[src/rtl/packet_framer_tx.sv]
// Transmit framer: start word, time stamp, NUM_CH zero-extended 12-bit samples,
// with K28.5 comma idles between packets and during upstream stalls.
`timescale 1ns/1ps

module packet_framer_tx #(
    parameter int          NUM_CH   = 125,
    parameter int          IDLE_GAP = 4,
    parameter logic [15:0] K_IDLE   = 16'hBCBC
) (
    input  logic        rx_std_clkout,
    input  logic        rst_n,
    input  logic        link_up,
    input  logic        frame_start,
    input  logic [11:0] sample_data,
    input  logic        sample_valid,
    output logic        sample_ready,
    output logic [15:0] tx_data,
    output logic [1:0]  tx_datak,
    output logic        busy,
    output logic        frame_done,
    output logic        frame_abort,
    output logic [7:0]  drop_count
);

    localparam logic [15:0] START_WORD = 16'hFFFF;
    localparam logic [7:0]  LAST_IDX   = 8'(NUM_CH - 1);
    localparam logic [7:0]  GAP_LOAD   = 8'(IDLE_GAP);

    typedef enum logic [1:0] {
        S_IDLE    = 2'd0,
        S_STAMP   = 2'd1,
        S_PAYLOAD = 2'd2,
        S_GAP     = 2'd3
    } state_t;

    state_t      state_q, state_d;
    logic [15:0] ts_q;
    logic [15:0] stamp_q, stamp_d;
    logic [7:0]  gap_q, gap_d;
    logic [7:0]  pcnt_q, pcnt_d;
    logic [15:0] tx_data_d;
    logic [1:0]  tx_datak_d;
    logic        busy_d;
    logic        done_d;
    logic        abort_d;
    logic [7:0]  drop_d;
    logic        accept;

    // Handshake: a sample transfers on an edge where sample_valid and
    // sample_ready are both high; sample_data must hold while valid waits.
    assign sample_ready = (state_q == S_PAYLOAD) && link_up;

    always_ff @(posedge rx_std_clkout) begin
        if (!rst_n) begin
            state_q     <= S_IDLE;
            ts_q        <= 16'h0000;
            stamp_q     <= 16'h0000;
            gap_q       <= 8'h00;
            pcnt_q      <= 8'h00;
            tx_data     <= K_IDLE;
            tx_datak    <= 2'b11;
            busy        <= 1'b0;
            frame_done  <= 1'b0;
            frame_abort <= 1'b0;
            drop_count  <= 8'h00;
        end else begin
            state_q     <= state_d;
            ts_q        <= ts_q + 16'd1;
            stamp_q     <= stamp_d;
            gap_q       <= gap_d;
            pcnt_q      <= pcnt_d;
            tx_data     <= tx_data_d;
            tx_datak    <= tx_datak_d;
            busy        <= busy_d;
            frame_done  <= done_d;
            frame_abort <= abort_d;
            drop_count  <= drop_d;
        end
    end

    always_comb begin
        state_d    = state_q;
        stamp_d    = stamp_q;
        gap_d      = gap_q;
        pcnt_d     = pcnt_q;
        tx_data_d  = K_IDLE;
        tx_datak_d = 2'b11;
        busy_d     = busy;
        done_d     = 1'b0;
        abort_d    = 1'b0;
        accept     = 1'b0;

        case (state_q)
            S_IDLE: begin
                if (frame_start && link_up && (gap_q == 8'h00)) begin
                    accept     = 1'b1;
                    stamp_d    = ts_q;
                    tx_data_d  = START_WORD;
                    tx_datak_d = 2'b00;
                    pcnt_d     = 8'h00;
                    busy_d     = 1'b1;
                    state_d    = S_STAMP;
                end else if (gap_q != 8'h00) begin
                    gap_d = gap_q - 8'd1;
                end
            end
            S_STAMP: begin
                if (!link_up) begin
                    abort_d = 1'b1;
                    gap_d   = GAP_LOAD;
                    state_d = S_GAP;
                end else begin
                    tx_data_d  = stamp_q;
                    tx_datak_d = 2'b00;
                    state_d    = S_PAYLOAD;
                end
            end
            S_PAYLOAD: begin
                // Loss of link wins over a pending sample, which stays upstream.
                if (!link_up) begin
                    abort_d = 1'b1;
                    gap_d   = GAP_LOAD;
                    state_d = S_GAP;
                end else if (sample_valid) begin
                    tx_data_d  = {4'h0, sample_data};
                    tx_datak_d = 2'b00;
                    pcnt_d     = pcnt_q + 8'd1;
                    if (pcnt_q == LAST_IDX) begin
                        done_d  = 1'b1;
                        gap_d   = GAP_LOAD;
                        state_d = S_GAP;
                    end
                end
            end
            S_GAP: begin
                if (gap_q <= 8'd1) begin
                    gap_d   = 8'h00;
                    busy_d  = 1'b0;
                    state_d = S_IDLE;
                end else begin
                    gap_d = gap_q - 8'd1;
                end
            end
            default: begin
                state_d = S_IDLE;
            end
        endcase

        drop_d = drop_count;
        if (frame_start && !accept && (drop_count != 8'hFF)) begin
            drop_d = drop_count + 8'd1;
        end
    end

endmodule

[config.mk]
export PLATFORM = sky130hd
export DESIGN_NAME = packet_framer_tx
export DESIGN_NICKNAME = d
export VERILOG_FILES = /design/src/rtl/packet_framer_tx.sv
export SDC_FILE = /design/constraint.sdc
export NUM_CORES = 1
export LEC_CHECK = 0
export CORE_MARGIN = 2
export CORE_UTILIZATION = 45
export DETAILED_ROUTE_END_ITERATION = 8
export PLACE_DENSITY_LB_ADDON = 0.15
export SLEW_MARGIN = 20
export SYNTH_ARGS = -nofsm -noshare
export SYNTH_HDL_FRONTEND = slang
export SYNTH_SLANG_ARGS = --single-unit
[constraint.sdc]
create_clock -name rx_std_clkout -period 2.63 [get_ports rx_std_clkout]
set_input_delay 0.263 -clock rx_std_clkout [delete_from_list [all_inputs] [get_ports rx_std_clkout]]
set_output_delay 0.263 -clock rx_std_clkout [all_outputs]
set_load 0.03 [all_outputs]
==> flow_summary.json <==
{
  "synthDistinctLibCells": 54,
  "die_width_um": 90.6,
  "p_per_area_nw_per_um2": 887,
  "stdcell_count": 536,
  "min_delay_path_depth": 2,
  "cp_max_fo": 22,
  "status": "complete, no violations",
  "die-area_um2": 8200,
  "clockBufferDepth": 2,
  "initialDrtViolationCount": 90,
  "syn-instance-count": 383,
  "synth-edff-count": 0,
  "cp-start-kind": "flip-flop",
  "num_antenna_cells": 0,
  "multiInputGateArea_um2": 1680,
  "cts_setup_buffers": 0,
  "reg2regPathDepth": 7,
  "synthSimpleGateAreaFrac_pct": 23.9,
  "cp.required_ps": 2870,
  "final_layout_size_suffix_gt1_share_pct": 8.24,
  "grt_pass1_vias": 2670,
  "placed_area_um2": 3960,
  "final.setup.tns_ps": 0,
  "regArea_um2": 1560,
  "synth_common_cells": "dfxtp_1, nand2_1, a21oi_1",
  "post_cts_resized": 0,
  "dp_hpwl_mm": 5.18,
  "setup_violations": 0,
  "num_vias": 2891,
  "antenna_found_initial": 0,
  "fp.dieH_um": 90.6,
  "synth.area.mux_share_pct": 0,
  "worstPathArrival_ps": 2550,
  "start_util_pct": 46.5,
  "grt_pass1_wl_mm": 12.9,
  "synth.most_common_cell": "dfxtp_1",
  "root_buffer": "clkbuf_8",
  "syn2layout_area_growth_pct": 23.0,
  "rsz0062_at_grt": "false",
  "cts_tree": "built",
  "fp-row-count": 31,
  "synth_compound_area_share_pct": 16.9,
  "yosysTopAreaCellShare_pct": 46.3,
  "place_inst": 520,
  "intPower_uw": 2240,
  "ir_drop_v": 0.000512,
  "period_share_pct": 88.1,
  "critPathCaptureType": "flip-flop",
  "pin_count": 47,
  "core_area_um2": 7250,
  "clock_skew_ps": 9.04,
  "crit_family": "simple AND/OR/NAND/NOR gates",
  "finalMaxSlewViolations": 0,
  "synth_fa_ha_area_share_pct": 3.71,
  "drt-vias-per-instance": 5.39,
  "place_congestion": 0.793,
  "holdBufCountCts": 0,
  "grt_remaining_overflow": 0,
  "synthXorXnorAreaFrac_pct": 5.19,
  "cts_sinks": 78,
  "async_reset_ff_share_pct": 0,
  "syn_area_per_cell_um2": 8.81,
  "design_area_um2": 4150,
  "layout_min_cycle_time_ps": 2320,
  "switching_share_pct": 39.1,
  "dr.pass1.iters": 5,
  "min_path_type": "flip-flop to flip-flop",
  "h-tree-depth": 3,
  "power.leakage_uw": 0.00148,
  "syn_area_um2": 3370,
  "ant_nets": 0,
  "synth_nets": 410,
  "grt_usage_pct": 19.2,
  "clk_pin_slew_ps": 90,
  "grt_max_degree": 28,
  "yosysSeqAreaShare_pct": 46.3,
  "cp_cell_sequence": "inv_1, ha_1, or3b_1, or4_1, buf_4, nand2_1, a21oi_1",
  "yosysWarnings": 0,
  "synthFlopType": "dfxtp_1",
  "slew_headroom_pct": 60.9,
  "avgRoutedWirePerCell_um": 13.8,
  "remaining_drc_errors": 0,
  "path_depth": 7,
  "synth_top_family_by_area": "simple AND/OR/NAND/NOR gates",
  "p_comb_share_pct": 37.8,
  "yosysTopAreaCell": "dfxtp_1",
  "hold_viol_final": 0,
  "p_switching_uw": 1440,
  "clock_power_share_pct": 23.4,
  "routed_wl_mm": 7.41,
  "worstMarginPinSlew_ps": 581,
  "final_nets": 459,
  "cts_buffers": 9,
  "n_fill_cell": 683,
  "clk_latency_ps": 360,
  "fmax_ghz": 0.431,
  "ys_ff_latch": 78,
  "port_buffers": 46,
  "seqPwrFrac_pct": 38.8,
  "critical_path.max_stage_delay_ps": 680,
  "path_class": "flip-flop to flip-flop",
  "crit_buf_inv": 2,
  "maxCapViolCount": 0,
  "yosys-top-cells-area": "dfxtp_1, nand2_1, a21oi_1, xor2_1, ha_1",
  "crit_slowest_cell": "or4_1",
  "total_power_uw": 3680
}
==> sequential cells by signal, indices dropped and copies added (netlist names) <==
name and flops:
gap_q 8, busy 1, tx_datak 1, state_q 2
drop_count 8, tx_data 16, frame_abort 1, stamp_q 16
ts_q 16, pcnt_q 8, frame_done 1
==> power by group through the flow <==
stage | Clock (uW) | Combinational (uW) | Sequential [uW]
finish | 861 | 1390 | 1430
global route | 936 | 1540 | 1450
CTS | 877 | 1400 | 1420
detailed placement | 0 | 1390 | 1450
global placement | 0 | 1380 | 1450
floorplan | 0 | 844 | 1570
==> cells in the final DEF (no fill, tap or decap), types with 4 or more instances in the layout <==
master and n:
ha_1 10, a32oi_1 4, and2_1 4, nor2_1 29, o31ai_1 4, buf_4 12, a221o_1 7, nand2_1 52
a21oi_1 36, and3_1 6, xor2_1 16, inv_1 12, o21ai_0 10, nand4_1 12, a22oi_1 5, nand3_1 13
and4_1 4, or4_1 4, xnor2_1 4, nor3_1 4, dfxtp_1 78, clkdlybuf4s50_1 46, or3_1 8, clkbuf_8 9
==> cell type report <==
cell class / count / share of cell area (%)
multi-input combinational: 272 / 40.4
sequential: 78 / 37.6
timing repair buffer: 58 / 13.3
clock buffer: 9 / 2.99
tap: 99 / 2.99
clock inverter: 7 / 1.54
inverter: 13 / 1.18
==> final timing paths <==
kind	start	end	slack [ps]
min	stamp_q[6]	stamp_q[6]	460
min reg2reg	stamp_q[6]	stamp_q[6]	460
max reg2reg	gap_q[0]	stamp_q[5]	310
max	gap_q[0]	stamp_q[5]	310
==> tightest hold or removal path, stage by stage, from the launching register on <==
cell and delay (ps):
dfxtp_1 320, nand2_1 50, a21oi_1 50
==> per-stage QoR <==
stage,utilization (%),worst slack (ps),hold slack [ps]
after floorplan,-,427,339
after global placement,54.6,231,444
after detailed placement,54.6,213,445
after CTS,57.2,270,462
after global routing,57.2,176,475
final,57.2,312,460
==> logic make-up (layout without fill, tap and decap cells) <==
| kind of cell | Yosys count | in the layout |
|---|---|---|
| simple gates | 157 | 157 |
| xor+xnor | 20 | 20 |
| flops | 78 | 78 |
| fa+ha+maj | 10 | 10 |
| buf+inv | 33 | 87 |
| compound gates | 85 | 85 |
==> layer usage <==
metal	up-vias	track usage [%]	part of all wire, %
li1	1466	-	-
met1	1339	26.7	50
met2	75	28.6	44
met3	11	4.51	4.3
met4	0	7.82	1.7
met5	-	0	0
Power figures use the tool's default switching activity.
